### config.mk
export PLATFORM = sky130hd
export DESIGN_NAME = reg_dst_sel_pipe
export DESIGN_NICKNAME = d
export VERILOG_FILES = /design/src/rtl/reg_dst_sel_pipe.sv
export SDC_FILE = /design/constraint.sdc
export NUM_CORES = 1
export LEC_CHECK = 0
export CAP_MARGIN = 30
export CORE_MARGIN = 2
export CORE_UTILIZATION = 42
export DETAILED_ROUTE_END_ITERATION = 8
export GPL_ROUTABILITY_DRIVEN = 0
export PLACE_DENSITY_LB_ADDON = 0.12
export SLEW_MARGIN = 20
export SYNTH_ARGS = -nofsm -noshare
export SYNTH_HDL_FRONTEND = slang
export SYNTH_SLANG_ARGS = --single-unit
### constraint.sdc
create_clock -name clk -period 1.9 [get_ports clk]
set_input_delay 0.57 -clock clk [delete_from_list [all_inputs] [get_ports clk]]
set_output_delay 0.57 -clock clk [all_outputs]
set_load 0.01 [all_outputs]
### src/rtl/reg_dst_sel_pipe.sv
// reg_dst_sel_pipe
// Picks one of NUM_IN register-destination channels and passes it into a
// registered, valid/ready output stage. The stage has two entries (head and
// skid), so upstream can be stalled without a combinational ready path.
//
// Ports:
//   clk        clock, all state changes on the rising edge
//   rst_n      synchronous active-low reset
//   data_in    packed channels, channel i at [i*WIDTH +: WIDTH]
//   sel        channel select, sampled together with in_valid
//   in_valid   upstream offers a beat
//   in_ready   stage can take a beat (registered: skid entry is free)
//   flush      drop everything buffered plus any beat offered this cycle
//   data_out   head value; keeps its last value while out_valid is low
//   out_valid  head holds a beat
//   out_ready  downstream takes the head beat
//   sel_err    head beat came from an out-of-range select
//   err_count  saturating count of accepted out-of-range selects
module reg_dst_sel_pipe #(
    parameter int WIDTH  = 5,
    parameter int NUM_IN = 3,
    parameter int SEL_W  = 2,
    parameter int CNT_W  = 8
) (
    input  logic                    clk,
    input  logic                    rst_n,
    input  logic [NUM_IN*WIDTH-1:0] data_in,
    input  logic [SEL_W-1:0]        sel,
    input  logic                    in_valid,
    output logic                    in_ready,
    input  logic                    flush,
    output logic [WIDTH-1:0]        data_out,
    output logic                    out_valid,
    input  logic                    out_ready,
    output logic                    sel_err,
    output logic [CNT_W-1:0]        err_count
);

    // Every code the select can carry gets a slot; unused slots read zero
    // but are never chosen because they are flagged illegal.
    localparam int NUM_SLOT = 1 << SEL_W;

    logic [WIDTH-1:0] chan [NUM_SLOT];

    generate
        for (genvar gi = 0; gi < NUM_SLOT; gi++) begin : g_chan
            if (gi < NUM_IN) begin : g_live
                assign chan[gi] = data_in[gi*WIDTH +: WIDTH];
            end else begin : g_pad
                assign chan[gi] = '0;
            end
        end
    endgenerate

    logic [WIDTH-1:0] head_data_reg;
    logic             head_err_reg;
    logic             head_valid_reg;
    logic [WIDTH-1:0] skid_data_reg;
    logic             skid_err_reg;
    logic             skid_valid_reg;
    logic [WIDTH-1:0] hold_reg;
    logic [CNT_W-1:0] err_count_reg;

    logic             legal;
    logic [WIDTH-1:0] beat_data;
    logic             accept;
    logic             pop;

    assign in_ready  = !skid_valid_reg;
    assign accept    = in_valid && in_ready;
    assign pop       = head_valid_reg && out_ready;
    assign legal     = (int'(sel) < NUM_IN);
    // Illegal selects repeat the last legal destination instead of a junk value.
    assign beat_data = legal ? chan[sel] : hold_reg;

    assign data_out  = head_data_reg;
    assign out_valid = head_valid_reg;
    assign sel_err   = head_err_reg;
    assign err_count = err_count_reg;

    always_ff @(posedge clk) begin
        if (!rst_n) begin
            head_data_reg  <= '0;
            head_err_reg   <= 1'b0;
            head_valid_reg <= 1'b0;
            skid_data_reg  <= '0;
            skid_err_reg   <= 1'b0;
            skid_valid_reg <= 1'b0;
            hold_reg       <= '0;
            err_count_reg  <= '0;
        end else if (flush) begin
            // head_data_reg is left alone so data_out keeps its last value.
            head_err_reg   <= 1'b0;
            head_valid_reg <= 1'b0;
            skid_valid_reg <= 1'b0;
            skid_err_reg   <= 1'b0;
        end else begin
            if (accept) begin
                if (legal) begin
                    hold_reg <= beat_data;
                end else if (err_count_reg != {CNT_W{1'b1}}) begin
                    err_count_reg <= err_count_reg + 1'b1;
                end
            end

            // accept implies the skid is empty, so a full skid never
            // coincides with a new beat.
            if (pop && skid_valid_reg) begin
                head_data_reg  <= skid_data_reg;
                head_err_reg   <= skid_err_reg;
                head_valid_reg <= 1'b1;
                skid_valid_reg <= 1'b0;
                skid_err_reg   <= 1'b0;
            end else if (pop || !head_valid_reg) begin
                head_valid_reg <= accept;
                if (accept) begin
                    head_data_reg <= beat_data;
                    head_err_reg  <= !legal;
                end else begin
                    head_err_reg  <= 1'b0;
                end
            end else if (accept) begin
                skid_data_reg  <= beat_data;
                skid_err_reg   <= !legal;
                skid_valid_reg <= 1'b1;
            end
        end
    end

endmodule

* Word level (Yosys, flattened, before mapping)
Index checks and enable logic that the tools add are counted.
W data, S select, Z words.
** Storage, ports and cells
- Bits in registers :: 27
- Input bits :: 22
- Output and inout port bits :: 16
- Word-level logic and storage cells :: 46
** Cells by class
- $add $sub $neg :: 1
- Magnitude comparators :: 2
- Equal/unequal tests :: 1
- Multiplexer cells :: 12
- Bitwise gates (word level) :: 6
- Reductions and logical operators :: 16
** Operators with widths (number)
- $mux W5 :: 6
- $bmux W5 S2 :: 1
- $add A8 B1 Y8 const B :: 1
- $ne A8 B8 Y1 const B :: 1
- $reduce_and A4 Y1 :: 2
- $reduce_and A3 Y1 :: 2
- $mux W1 :: 5
- $not A1 Y1 :: 5
- $reduce_bool A2 Y1 :: 2
- $ge A3 B3 Y1 const B :: 1
- $logic_and A1 B1 Y1 :: 3
- $logic_not A1 Y1 :: 3
- $not A2 Y3 :: 1
- $reduce_or A3 Y1 :: 1
- $lt A2 B2 Y1 const B :: 1
- $reduce_and A2 Y1 :: 1
- $reduce_or A2 Y1 :: 1
- $logic_or A1 B1 Y1 :: 1

* Depth between registers and ports, before layout
Gate-level depths: netlist of the first run.
- Depth after elaboration :: 8
- Depth in mapped cells :: 6
- Depth with buffers taken out :: 5

* Least setup slack after synthesis of the first run
No wires, ideal clock.
- Path type :: input-to-reg
- From :: input port flush
- To :: register err_count_reg[3] (netlist: err_count[3])
- Library setup time :: 122 ps
- Arrival :: 1686 ps
- Required time :: 1778 ps
- Path slack :: 91 ps
- Stages on the path :: 5
- Path buffers :: 1
- Cell sequence :: or3b_1 -> buf_2 -> or3_4 -> a211oi_2 -> a211oi_1
** On the way
- Cells in the longest elaborated chain, start to end :: 2
** RTL lines
- start, declared :: line 31 : input logic flush,
- $not A1 Y1 (no source line)
- $reduce_and A4 Y1 (no source line)
- end signal, assigned :: line 102 : err_count_reg <= err_count_reg + 1'b1;
- end, declared :: line 62 : logic [CNT_W-1:0] err_count_reg;
No other way between the ends.
A chain may end at the register's enable or synchronous reset.

* Worst setup path after layout of the first run
- From :: register err_count_reg[2] (netlist: err_count[2])
- To :: output port err_count[2]
** RTL lines
- end, declared :: line 36 : output logic [CNT_W-1:0] err_count
No word-level cell between the ends.

==> results of run 1 <==
final cells by class:
| class | count | area [um^2] |
|---|---|---|
| fillers | 278 | 1160 |
| multi-input cells | 109 | 738 |
| flip-flops and latches | 27 | 552 |
| repair buffers | 52 | 483 |
| well taps | 44 | 55.1 |
| clock buffers | 3 | 22.5 |
| inverters | 4 | 15.0 |
| clock inverters | 1 | 5.00 |
path summary, 6_finish.rpt:
kind | endpoint | slack, ns | cells past startpoint
max reg2reg | err_count[2] | 0.36 | 6
min reg2reg | skid_data_reg[1] | 0.47 | 2
min | skid_data_reg[1] | 0.47 | 2
max | err_count[2] | 0.01 | 1
cells by family (layout without fill, tap and decap cells):
group | Yosys count | after routing | synth area share
mux | 9 | 9 | 0.115
fa+ha+maj | 1 | 1 | 0.00940
flops | 27 | 27 | 0.406
simple gates | 64 | 64 | 0.246
buf+inv | 12 | 60 | 0.0413
compound gates | 35 | 35 | 0.182
layer usage:
metal  vias to the layer above  wire length [um]
met5                         -                 0
met4                         0                35
met3                         4               102
li1                        629                 -
met1                       590              1470
met2                        30              1410
cells in the mapped netlist:
cell type	count
or3_4	1
mux2i_1	4
buf_1	1
inv_1	4
nor3_1	4
a211oi_1	2
buf_6	1
nor2_1	6
o211a_1	2
nand2_1	31
a31oi_1	6
buf_2	2
clkbuf_1	4
nand2b_1	5
mux4_2	5
nor4_1	2
or3b_1	1
nand3_1	5
ha_1	1
a21oi_1	4
o31a_1	1
nand3b_1	2
a211oi_2	3
nor4_4	1
nor2b_1	1
and4_1	1
nor3b_1	2
dfxtp_1	27
and3_2	1
o21ai_0	12
and3_1	1
a22o_1	5
timing repair:
item                       in CTS  in global routing
resized for setup               6                  3
pin swaps                       1                  1
setup endpoints to repair       7                 13
power by group:
group / total [mW] / switching, mW / internal (mW)
Sequential: 0.590 / 0.00850 / 0.581
Combinational: 0.182 / 0.0735 / 0.109
Clock: 0.270 / 0.190 / 0.0795
Total: 1.04 / 0.272 / 0.770
layout by cell type, fill, tap and decap left out, types with 2 or more instances in the layout:
| master | netlist | routed |
|---|---|---|
| nand3_1 | 5 | 5 |
| nand3b_1 | 2 | 2 |
| nor3b_1 | 2 | 2 |
| nand2b_1 | 5 | 5 |
| o21ai_0 | 12 | 12 |
| nor4_1 | 2 | 2 |
| a211oi_1 | 2 | 2 |
| mux4_2 | 5 | 5 |
| a22o_1 | 5 | 5 |
| inv_1 | 4 | 4 |
| buf_4 | 0 | 15 |
| mux2i_1 | 4 | 4 |
| clkdlybuf4s50_1 | 0 | 37 |
| nand2_1 | 31 | 31 |
| a21oi_1 | 4 | 4 |
| a211oi_2 | 3 | 3 |
| a31oi_1 | 6 | 6 |
| nor3_1 | 4 | 4 |
| dfxtp_2 | 0 | 6 |
| dfxtp_1 | 27 | 20 |
| nor2_1 | 6 | 6 |
| clkbuf_4 | 0 | 3 |
| o211a_1 | 2 | 2 |
stage by stage:
step,util,hold slack (ns),power [mW]
6_report,0.618,0.472,1.04
5_1_grt,0.618,0.508,1.09
4_1_cts,0.616,0.472,1.04
3_5_place_dp,0.604,0.452,0.785
3_3_place_gp,0.604,0.444,0.782
2_1_floorplan,-,0.436,0.685
==> impl_results.md, run 1 <==
* Status: finished, final reports clean
* Mapped Cells at 148
* Grt ovf at 0
* TritonCTS clock tree: built
* CTS max path bufs at 2
* Syn nets at 171
* # clock sinks at 27
* NumNets Final at 220
* Hold-fix buffers, CTS at 0
* Fin worst setup slack at 0.0131 ns
* Die footprint at 3640 um^2
* Layout Skew at 0.00274 ns
* Clk Latency, worst-skew pair at 0.34 ns
* Crit path max-delay family: buffers and inverters
* # port buffers at 37
* Diodes inserted at 0
* FMAX at 530 MHz
* Die H at 60.3 um
* Maximum vdd drop at 254 uV
* Hold Path Class: reg -> reg
* Crit Path Max Fanout at 5
* Max cap viols at 0
* DRT antenna net count at 0
* Starting Density at 0.440
* Global Route Usage Sum at 0.181
* Worst path max stage delay at 0.56 ns
* Hold wc startpoint: skid_data_reg[1]
* Initial antenna violation count at 0
* Top-area cell type share of the netlist area at 0.406
* Leak at 0.694 nW
* Worst r2r src: skid_valid_reg
* CP Launch Type: register
* Pre-antenna DRT Iters at 4
* WL final at 3020 um
* Htree depth at 1
* Via density at 5.22
* Met2 Resource Use GR at 0.311
* Rel. slew slack at 0.740
* RSZ-0062 raised after global routing: yes
* Worst-path clk slew at 0.16 ns
* CP Capture Type: output pin
* Synth area leader: dfxtp_1
* Ratio of cells with drive above 1 in the final layout at 0.194
* Post-Synthesis Cell Area at 1330 um^2
* Synth unique cells at 32
* Top Ports at 38
* Worst Tran Pin Value at 0.390 ns
* Critical-path top delay cell: clkdlybuf4s50_1
* Max FFs per register at 8
* Num CTS Buffers at 3
* Pre-CTS setup slack at -0.458 ns
* Finished Layout Cells at 240
* Root Driver: clkbuf_4
* Hold Violations, Final at 0
* Pwr dens at 557 nW/um^2
* Std cell rows at 20
* Synth Warn # at 0
* Avg Synthesized Cell Area at 9.00 um^2
* Post-layout min period at 1.89 ns
* Layout overhead on the synthesized area at 40.5%
* Worst path required time at 1.33 ns
* Top Usage Layer GRT: met2
* Met3 usage at 0.0260
* Largest net degree at the start of global routing at 19
* Area contributors post-synth: dfxtp_1, nand2_1, mux4_2
* Crit path buf inv count at 1
* Seq cells post-synth at 27
* Fin area at 1870 um^2
* First-pass GRT wire length at 4920 um
* Area of the core at 3030 um^2
* Total negative slack at 0 ns
* Critical path data arrival time at 1.32 ns
* Placed cells at 236
* DRT iter0 DRCs at 41
* Die Span X at 60.3 um
* Placed Area at 1830 um^2
* DRC at 0
* Cells along the critical path: clkdlybuf4s50_1
* Met1 usage at 0.229
* Crit path from: err_count[2]
* Period Utilization, post-route at 0.993
* Critical Setup Path Class: reg -> out
* Final Max Slew Viols at 0
* Vias at 1253
* # Post-CTS Setup Buffers at 0
* Part of the Yosys area used for sequential elements at 0.406
* Detailed Place HPWL at 2340 um
* Routed wire length per instance at 12.6 um
* Setup violations, final at 0
* Number of global-route vias before repair at 1155
No activity file was read; power rests on OpenSTA's default activity.
==> run 2, diff against run 1 <==
--- a/config.mk
+++ b/config.mk
@@ -5,12 +5,12 @@
 export SDC_FILE = /design/constraint.sdc
 export NUM_CORES = 1
 export LEC_CHECK = 0
-export CAP_MARGIN = 30
 export CORE_MARGIN = 2
 export CORE_UTILIZATION = 42
 export DETAILED_ROUTE_END_ITERATION = 8
 export GPL_ROUTABILITY_DRIVEN = 0
 export PLACE_DENSITY_LB_ADDON = 0.12
+export SKIP_LAST_GASP = 1
 export SLEW_MARGIN = 20
 export SYNTH_ARGS = -nofsm -noshare
 export SYNTH_HDL_FRONTEND = slang
==> results of run 2 <==
Final layout, timing and power as in run 1 (identical DEF).
Main changes from that run: wire length of the first global-routing pass 4920 um -> 4910 um; via count of the first global-routing pass 1155 -> 1150; overall routing resource usage 0.181 -> 0.180; met1 usage 0.229 -> 0.227
